[src/rtl/pipe_stage_hs.sv]
// Elastic valid/ready register pipeline with DEPTH stages, bubble collapse and synchronous flush.
// Each stage advances when it is empty or when the stage ahead of it drains.
module pipe_stage_hs #(
    parameter int W        = 32,
    parameter int DEPTH    = 2,
    parameter int CLR_DATA = 1
) (
    input  logic                       clk,
    input  logic                       reset,
    input  logic                       flush,
    input  logic                       in_valid,
    output logic                       in_ready,
    input  logic [W-1:0]               in_data,
    output logic                       out_valid,
    input  logic                       out_ready,
    output logic [W-1:0]               out_data,
    output logic [$clog2(DEPTH+1)-1:0] occupancy
);
    localparam int OW = $clog2(DEPTH + 1);

    logic [DEPTH-1:0]        v, v_nxt, up_v;
    logic [DEPTH-1:0][W-1:0] d, up_d;
    logic [DEPTH:0]          rdy;

    function automatic logic [OW-1:0] popcnt(input logic [DEPTH-1:0] x);
        logic [OW-1:0] c;
        c = '0;
        for (int k = 0; k < DEPTH; k++) c = c + OW'(x[k]);
        return c;
    endfunction

    assign rdy[DEPTH] = out_ready;

    genvar i;
    generate
        for (i = 0; i < DEPTH; i++) begin : g_stg
            // A stage is free to load if empty or if whatever it holds moves on this edge.
            assign rdy[i] = ~v[i] | rdy[i+1];
            if (i == 0) begin : g_head
                assign up_v[i] = in_valid;
                assign up_d[i] = in_data;
            end else begin : g_body
                assign up_v[i] = v[i-1];
                assign up_d[i] = d[i-1];
            end
            assign v_nxt[i] = flush ? 1'b0 : (rdy[i] ? up_v[i] : v[i]);
        end
    endgenerate

    always_ff @(posedge clk) begin
        if (reset) begin
            v         <= '0;
            d         <= '0;
            occupancy <= '0;
        end else begin
            v         <= v_nxt;
            occupancy <= popcnt(v_nxt);
            for (int k = 0; k < DEPTH; k++) begin
                if (flush) begin
                    if (CLR_DATA != 0) d[k] <= '0;
                end else if (rdy[k] && up_v[k]) begin
                    d[k] <= up_d[k];
                end
            end
        end
    end

    assign in_ready  = rdy[0] & ~flush;
    assign out_valid = v[DEPTH-1];
    assign out_data  = d[DEPTH-1];
endmodule

[config.mk]
export PLATFORM = sky130hd
export DESIGN_NAME = pipe_stage_hs
export DESIGN_NICKNAME = d
export VERILOG_FILES = /design/src/rtl/pipe_stage_hs.sv
export SDC_FILE = /design/constraint.sdc
export NUM_CORES = 1
export LEC_CHECK = 0
export BUFFER_PORTS_ARGS = -buffer_cell sky130_fd_sc_hd__buf_2
export CORE_MARGIN = 2
export CORE_UTILIZATION = 52
export CTS_CLUSTER_SIZE = 20
export DETAILED_ROUTE_END_ITERATION = 7
export GPL_ROUTABILITY_DRIVEN = 0
export GPL_TIMING_DRIVEN = 0
export PLACE_DENSITY = 0.82
export SLEW_MARGIN = 20
export SYNTH_ARGS = -nofsm -noshare
export SYNTH_HDL_FRONTEND = slang
export SYNTH_SLANG_ARGS = --single-unit
[constraint.sdc]
create_clock -name clk -period 1.7 [get_ports clk]
set_input_delay 0.085 -clock clk [delete_from_list [all_inputs] [get_ports clk]]
set_output_delay 0.085 -clock clk [all_outputs]
set_load 0.005 [all_outputs]
==> impl_metrics.csv, run 1 <==
group,metric,value,unit
status,status,"finished clean",
timing,maxSlewHeadroom,0.642,
die,num_rows,26,
clock_network,numCtsBuffers,9,
routing,drtIter0Drc,291,
setup_path,start_kind,"flop",
setup_path,startpoint,"v[1]",
yosys,synth_edf_count,0,
power_and_ir_drop,p_per_area,891,nW/µm²
grt,grt_pass1_wl,11700,µm
timing,fin_setup_tns,0,ns
setup_path,criticalPathCategory,"reg2reg",
grt,grt_max_degree,11,
power_and_ir_drop,power_frac_clock,0.409,
yosys,synth_most_common_cell,"dfxtp_1",
clock_network,post_cts_buffers,0,
power_and_ir_drop,p_int,2.42,mW
timing,fin_crit,1.58,ns
yosys,yosysTopAreaCell,"dfxtp_1",
clock_network,cts.sinks,68,
die,die_area,6070,µm²
power_and_ir_drop,switching_share,0.226,
timing,drv_slew,0,
routing,postRouteAntennaNets,0,
finish,drive_gt1_frac,0.315,
finish,area_growth,23.2,%
routing,drc,0,
yosys,synth_nets,381,
setup_path,crit_end,"occupancy[0]",
min_path,hold_class,"in2reg",
timing,finalHoldViolCount,0,
timing,worst_pin_slew,0.537,ns
die,die_w,77.9,µm
yosys,yosysWarnings,0,
timing,period_share,0.929,
timing,grt_setup_unrepaired,"no",
grt,antenna_found_initial,0,
power_and_ir_drop,total_power,3.12,mW
routing,wl_per_cell,14.3,µm
routing,viasPerCell,5.49,
yosys,yosys-top-cells-count,"68 x dfxtp_1, 64 x a21oi_1, 64 x nand3_1",
yosys,avgSynthCellArea,8.29,µm²
clock_network,h-tree-depth,3,
run,drv_cap,0,
placed_design,io_buffer_count,71,
yosys,ys_types,19,
yosys,synth_seq_area_share,0.479,
setup_path,critPathMaxFanout,10,
timing,whs,0.00501,ns
setup_path,r2r_cells,6,
die,initial_utilization,0.546,
setup_path,worst_setup_path_end_kind,"flop",
die,pin_count,73,
finish,nets,466,
setup_path,r2r_end,"occupancy[0]",
power_and_ir_drop,p_leak,1.47,nW
yosys,synth_top_cell_area_share,0.479,
grt,grt_overflow,0,
clock_network,cts-root-buf,"clkbuf_8",
yosys,ys.flop_type,"dfxtp_1",
clock_network,clock_latency,0.33,ns
power_and_ir_drop,p_sw,707,µW
clock_network,tritoncts,"built",
die,core_area,5200,µm²
power_and_ir_drop,ir_drop,0.567,mV
placed_design,dp_cells,484,
grt,grt_pass1_vias,2626,
setup_path,reg2reg_slack,0.12,ns
clock_network,cts_buffer_depth,2,
yosys,synthTopCellsByArea,"dfxtp_1 48%, a21oi_1 11%, nand3_1 11%, buf_4 8.5%, o21ai_0 7.7%",
grt,grt_use_total,0.242,
timing,fmax,0.633,GHz
setup_path,required,1.93,ns
yosys,ys_seq_elements,68,
setup_path,cp.arrival,1.81,ns
routing,vias,2756,
placed_design,hpwl,4840,µm
timing,setup_viol,0,
finish,n_antenna_cell,0,
yosys,async_flop_share,0,
timing,clock-skew-final,0.00579,ns
routing,first_pass_iters,5,
yosys,syn-cell-area,2840,µm²
power_and_ir_drop,p_comb_frac,0.067,
finish,instances_no_fill,502,
yosys,synthCells,343,
power_and_ir_drop,p_seq_frac,0.524,
routing,finalWirelength,7200,µm
setup_path,r2r_start,"v[1]",
die,fp.dieH,77.9,µm
clock_network,clk_pin_slew_worst_paths,0.07,ns
logic make-up (layout without fill, tap and decap cells):
group / Yosys count / in the layout / synth area share
adder cells (fa/ha/maj): 1 / 1 / 0.00440
AO/OA/AOI/OAI: 128 / 128 / 0.225
buffers and inverters: 68 / 157 / 0.151
flip-flops: 68 / 68 / 0.479
AND/OR/NAND/NOR: 78 / 78 / 0.140
routing by layer:
metal  GRT usage  part of all wire
met4       0.125             0.020
met5           0                 0
met1       0.295              0.43
met2       0.409              0.49
met3      0.0407             0.061
through the flow:
step	util	worst slack, ns	instance area (µm²)
2_1_floorplan	-	0.214	2840
3_3_place_gp	0.631	0.124	3290
3_5_place_dp	0.631	0.116	3290
4_1_cts	0.670	0.0872	3490
5_1_grt	0.673	0.0332	3500
6_report	0.673	0.121	3500
worst max-delay path, stage by stage, from the launching register on:
cell,delay (ns)
dfxtp_1,0.36
and2b_2,0.25
clkbuf_2,0.18
nor2_1,0.23
nor2_1,0.07
ha_1,0.26
nor2b_1,0.12
registers in the layout (all words and copies together) (netlist names):
name and count:
out_data 32, occupancy 2, v 2, d 32
layout by cell type (no fill, tap or decap), drive strengths merged:
cell type	count
nand3b	1
and2b	1
inv	2
or2	1
ha	1
nand3	64
nor2	7
clkbuf	32
buf	118
nor2b	2
dfxtp	68
nand2b	1
clkinv	1
dlygate4sd3	3
o21ai	64
a21oi	64
and3b	1
bufinv	1
final cells by class:
cell class	instances	area [µm²]
tap	70	87.6
multi-input combinational	207	1050
timing repair buffer	74	385
fill	455	1700
sequential	68	1360
buffer	66	422
clock buffer	13	149
clock inverter	2	35.0
inverter	2	7.51
power groups by stage:
stage	logic, mW	clock network (mW)	registers, mW
finish	0.208	1.28	1.64
global route	0.227	1.35	1.64
CTS	0.203	1.28	1.64
detailed placement	0.197	0	1.67
global placement	0.194	0	1.67
floorplan	0.114	0	1.67
what timing repair did:
action | in CTS | in global routing
endpoints found under the hold margin | 3 | 1
hold buffers | 2 | 1
gates resized for setup | 0 | 1
setup endpoints to repair | 0 | 1
how the worst min path moves through the flow:
| stage | from | to | slack [ns] | cells after the start |
|---|---|---|---|---|
| finish | in_data[1] | d[1] | 0.005 | 3 |
| global route | in_data[20] | d[20] | 0.004 | 3 |
| CTS | in_data[19] | d[19] | 0.0006 | 3 |
| detailed placement | reset | occupancy[1] | 0.28 | 2 |
| global placement | reset | occupancy[1] | 0.27 | 2 |
| floorplan | reset | occupancy[0] | 0.16 | 1 |
Power figures use the tool's default switching activity.
==> run 2, diff against run 1 <==
- CORE_ASPECT_RATIO: not set -> 0.6
- CORE_UTILIZATION: 52 -> 47
- PLACE_DENSITY: 0.82 -> 0.78
- clock period: 1.7 -> 1.4 ns (I/O delays scaled with it)
==> impl_metrics.csv, run 2 (same netlist as run 1, synthesis figures left out) <==
group,metric,value,unit
routing,wirelength_met1,3660,µm
setup_path,worstPathCellList,"buf_6, and3b_1, buf_6, nor2_4, nor2_1, ha_1, nor2b_1",
die,die_area,6710,µm²
routing,drtIter0Drc,226,
routing,met3WireLength,535,µm
power_and_ir_drop,p_comb_frac,0.078,
clock_network,clock_latency,0.34,ns
timing,maxSlewHeadroom,0.628,
finish,fin_util,0.688,
finish,n_antenna_cell,0,
power_and_ir_drop,p_seq_frac,0.476,
finish,layout_common_cells,"81 x buf_2, 67 x dfxtp_1, 64 x nand3_1, 64 x a21oi_1, 43 x o21ai_0",
clock_network,numCtsBuffers,9,
routing,drc,0,
routing,postRouteAntennaNets,0,
die,core_area,5700,µm²
setup_path,crit_top_cell,"buf_6",
grt,grt_max_degree,12,
routing,vias,2855,
routing,wl_per_cell,14.6,µm
grt,antenna_found_initial,0,
timing,setup_viol,1,
setup_path,cp.arrival,1.67,ns
clock_network,cts-root-buf,"clkbuf_8",
clock_network,h-tree-depth,3,
finish,area_growth,38.0,%
die,initial_utilization,0.499,
power_and_ir_drop,p_sw,901,µW
placed_design,dp_slack,-0.211,ns
setup_path,cpLargestDelayFamily,"simple AND/OR/NAND/NOR gates",
setup_path,worst_setup_path_end_kind,"flop",
timing,setup_ws,-0.0207,ns
power_and_ir_drop,ir_drop,0.690,mV
timing,fin_crit,1.42,ns
timing,worst_pin_slew,0.558,ns
setup_path,criticalPathCategory,"reg2reg",
power_and_ir_drop,p_per_area,1060,nW/µm²
placed_design,dp_cells,494,
finish,final_area,3920,µm²
routing,highest_layer,"met4",
clock_network,cts_buffer_depth,2,
clock_network,clk_pin_slew_worst_paths,0.07,ns
grt,grt_pass1_vias,2749,
finish,final_common_cell,"buf_2",
timing,grt_setup_unrepaired,"yes",
placed_design,post_dp_cell_area,3310,µm²
routing,wl_met2,3640,µm
power_and_ir_drop,p_leak,1.66,nW
timing,period_share,1.01,
setup_path,crit_buf_inv,2,
status,violations,"negative setup slack",
run,drv_cap,0,
timing,fmax,0.704,GHz
clock_network,cts.sinks,68,
finish,nets,498,
power_and_ir_drop,p_int,3.28,mW
grt,grt_use_total,0.245,
die,num_rows,21,
power_and_ir_drop,power_frac_clock,0.447,
setup_path,required,1.65,ns
setup_path,max_stage_delay,0.31,ns
die,pin_count,73,
setup_path,critPathMaxFanout,8,
clock_network,tritoncts,"built",
die,die_w,104,µm
timing,drv_slew,0,
placed_design,hpwl,5130,µm
grt,grt_overflow,0,
die,fp.dieH,64.2,µm
timing,finalHoldViolCount,0,
power_and_ir_drop,switching_share,0.216,
routing,finalWirelength,7960,µm
status,status,"finished with violations",
finish,drive_gt1_frac,0.331,
routing,first_pass_iters,5,
min_path,hold_class,"in2reg",
finish,nFillCells,474,
finish,instances_no_fill,545,
grt,grt_pass1_wl,12900,µm
setup_path,start_kind,"flop",
setup_path,slowest_stage,"dfxtp_1",
timing,clock-skew-final,0.00550,ns
timing,whs,0.0113,ns
placed_design,io_buffer_count,71,
routing,viasPerCell,5.24,
run 2: cell types whose count changed in the layout (fill, tap and decap cells not counted), sizes merged:
cell / change
clkinv: -1
clkinvlp: +1
bufinv: +1
clkbuf: -2
buf: +7
dlygate4sd3: +27
run 2: layer usage:
layer | track usage | vias up
met4 | 0.0709 | 0
met2 | 0.390 | 108
met1 | 0.319 | 1326
li1 | - | 1407
met3 | 0.0816 | 14
met5 | 0 | -
run 2: per-stage QoR:
step / power, mW / TNS, ns
after floorplan: 2.17 / -0.0434
after global placement: 2.27 / -0.246
after detailed placement: 2.28 / -0.316
after CTS: 4.19 / 0
after global routing: 4.31 / -0.445
final: 4.18 / -0.0207
run 2: area by class of cell:
| type | instances | area [µm²] | area share |
|---|---|---|---|
| plain buffers | 63 | 418 | 0.107 |
| clock buffers | 13 | 169 | 0.0430 |
| clock inverters | 3 | 67.6 | 0.0172 |
| inverters | 2 | 7.51 | 0.00191 |
| multi-input cells | 207 | 1070 | 0.273 |
| flip-flops and latches | 68 | 1360 | 0.347 |
| well taps | 80 | 100 | 0.0255 |
| repair buffers | 109 | 728 | 0.186 |
run 2: what timing repair did:
action,in CTS,in global routing
pin swaps,2,2
gates resized for setup,6,10
hold endpoints to repair,31,0
endpoints found under the setup margin,3,39
hold buffers,30,0
buffers inserted,6,2
run 2: worst paths after layout:
kind	from	slack, ns	cells past startpoint	end
setup reg to reg	v[0]	-0.02	7	occupancy[0]
hold reg to reg	d[0]	0.46	2	out_data[0]
setup / recovery	v[0]	-0.02	7	occupancy[0]
hold / removal	in_data[26]	0.01	3	d[26]
run 2: power by group through the flow:
stage                     clock [mW]  sequential, mW  combinational (mW)
after floorplan                    0            2.02               0.140
after global placement             0            2.03               0.240
final                           1.87            1.99               0.325
after global routing            1.97            1.99               0.355
after CTS                       1.89            1.99               0.316
after detailed placement           0            2.03               0.246
run 2: worst register-to-register path: cells and delay by family, from the launching register on:
kind	cells	cell delay, ns
flip-flops	1	0.31
adder cells (fa/ha/maj)	1	0.28
buffers and inverters	2	0.27
AND/OR/NAND/NOR	4	0.47
==> run 3, diff against run 2 <==
- CORE_UTILIZATION: 47 -> 30
- PLACE_DENSITY: 0.78 -> not set
- PLACE_DENSITY_LB_ADDON: not set -> 0.1
==> impl_metrics.csv, run 3 (same netlist as run 1, synthesis figures left out) <==
group,metric,value,unit
status,status,"finished with violations",
status,violations,"negative setup slack",
min_path,hold_end,"d[1]",
clock_network,h-tree-depth,3,
finish,layout_common_cells,"81 x buf_2, 67 x dfxtp_1, 64 x nand3_1",
placed_design,io_buffer_count,71,
timing,fmax,0.700,GHz
finish,nets,491,
die,fp.dieH,79.4,µm
clock_network,clock_latency,0.33,ns
clock_network,numCtsBuffers,9,
routing,wl_per_cell,14.5,µm
finish,fin_util,0.438,
routing,first_pass_iters,4,
setup_path,startpoint,"v[0]",
die,core_area,9190,µm²
grt,grt_use_total,0.173,
power_and_ir_drop,p_leak,1.68,nW
routing,viasPerCell,4.68,
routing,drtIter0Drc,136,
setup_path,r2r_end,"occupancy[0]",
routing,finalWirelength,8530,µm
finish,nFillCells,985,
power_and_ir_drop,ir_drop,0.571,mV
setup_path,criticalPathCategory,"reg2reg",
timing,period_share,1.02,
timing,whs,0.00458,ns
routing,vias,2745,
clock_network,cts_buffer_depth,2,
grt,grt_overflow,0,
clock_network,tritoncts,"built",
min_path,hold_class,"in2reg",
die,die_w,130,µm
min_path,min_from,"in_data[1]",
timing,fin_crit,1.43,ns
routing,postRouteAntennaNets,0,
die,num_rows,27,
placed_design,hpwl,5780,µm
timing,worst_pin_slew,0.592,ns
timing,clock-skew-final,0.00332,ns
timing,maxSlewHeadroom,0.606,
setup_path,cp.arrival,1.65,ns
finish,drive_gt1_frac,0.357,
setup_path,required,1.62,ns
min_path,hold_depth,3,
timing,drv_slew,0,
setup_path,critPathMaxFanout,8,
clock_network,cts.sinks,68,
die,pin_count,73,
routing,drc,0,
die,die_area,10300,µm²
power_and_ir_drop,p_per_area,1140,nW/µm²
timing,finalHoldViolCount,0,
setup_path,r2r_cells,7,
grt,grt_pass1_wl,13400,µm
grt,grt_max_degree,11,
grt,grt_pass1_vias,2497,
grt,antenna_found_initial,0,
run,drv_cap,0,
finish,final_common_cell,"buf_2",
timing,setup_viol,1,
clock_network,clk_pin_slew_worst_paths,0.05,ns
finish,n_antenna_cell,0,
timing,setup_ws,-0.0290,ns
timing,grt_setup_unrepaired,"yes",
finish,area_growth,41.5,%
die,initial_utilization,0.309,
setup_path,worst_setup_path_end_kind,"flop",
setup_path,reg2reg_slack,-0.03,ns
clock_network,cts-root-buf,"clkbuf_16",
setup_path,r2r_start,"v[0]",
setup_path,start_kind,"flop",
-- run 3: cell count changes in the layout (fill, tap and decap cells not counted), moves of 2 or more --
cell | before | now
o21ai_0 | 43 | 33
clkbuf_16 | 0 | 9
dlygate4sd3_1 | 30 | 22
clkbuf_8 | 13 | 6
o21ai_2 | 1 | 8
buf_8 | 0 | 3
o21ai_1 | 20 | 23
buf_6 | 4 | 2
bufinv_16 | 2 | 0
-- run 3: how the worst max path moves through the flow --
stage                   endpoint  slack [ns]  cells after the start
finish              occupancy[0]       -0.03                      7
global route        occupancy[0]       -0.07                      7
CTS                 occupancy[0]       -0.05                      6
detailed placement  occupancy[0]       -0.27                      6
global placement    occupancy[0]       -0.27                      6
floorplan           occupancy[0]       -0.04                      8
-- run 3: report_power, final --
group          switching (mW)  internal [mW]
Clock                   0.786           1.48
Combinational           0.173          0.145
Sequential             0.0179           1.97
-- run 3: critical path: stages, from the launching register on --
cell	delay, ns
dfxtp_1	0.30
buf_6	0.13
and3b_1	0.19
buf_8	0.14
nor2_4	0.11
nor2_1	0.06
ha_1	0.27
nor2b_1	0.13
-- run 3: metrics by stage --
| stage | setup slack (ns) | TNS, ns | area (µm²) | instances | total power, mW |
|---|---|---|---|---|---|
| 2_1_floorplan | -0.0434 | -0.0434 | 2850 | 343 | 2.17 |
| 4_1_cts | -0.0503 | -0.0503 | 3960 | 585 | 4.62 |
| 6_report | -0.0290 | -0.0290 | 4020 | 587 | 4.57 |
| 3_3_place_gp | -0.275 | -0.504 | 3370 | 544 | 2.28 |
| 3_5_place_dp | -0.271 | -1.16 | 3370 | 544 | 2.29 |
| 5_1_grt | -0.0713 | -0.141 | 4020 | 587 | 4.75 |
-- run 3: timing repair --
action                                 in CTS  in global routing
pin swaps                                   1                  3
endpoints found under the hold margin      23                  0
buffers inserted                            5                  4
gates resized for setup                    10                 26
hold buffers                               22                  0
setup endpoints to repair                  14                 34
-- run 3: area by class of cell --
type / instances / area, µm² / share of cell area
plain buffers: 63 / 427 / 0.106
clock buffers: 15 / 308 / 0.0765
inverters: 2 / 7.51 / 0.00187
multi-input cells: 207 / 1100 / 0.274
flip-flops and latches: 68 / 1360 / 0.339
well taps: 130 / 163 / 0.0404
repair buffers: 102 / 656 / 0.163
-- run 3: layer usage --
| metal | global-route usage | vias to the layer above | part of all wire |
|---|---|---|---|
| met3 | 0.0523 | 9 | 0.059 |
| met5 | 0 | - | 0 |
| li1 | - | 1391 | - |
| met1 | 0.263 | 1271 | 0.53 |
| met2 | 0.234 | 74 | 0.40 |
| met4 | 0.0419 | 0 | 0.0093 |
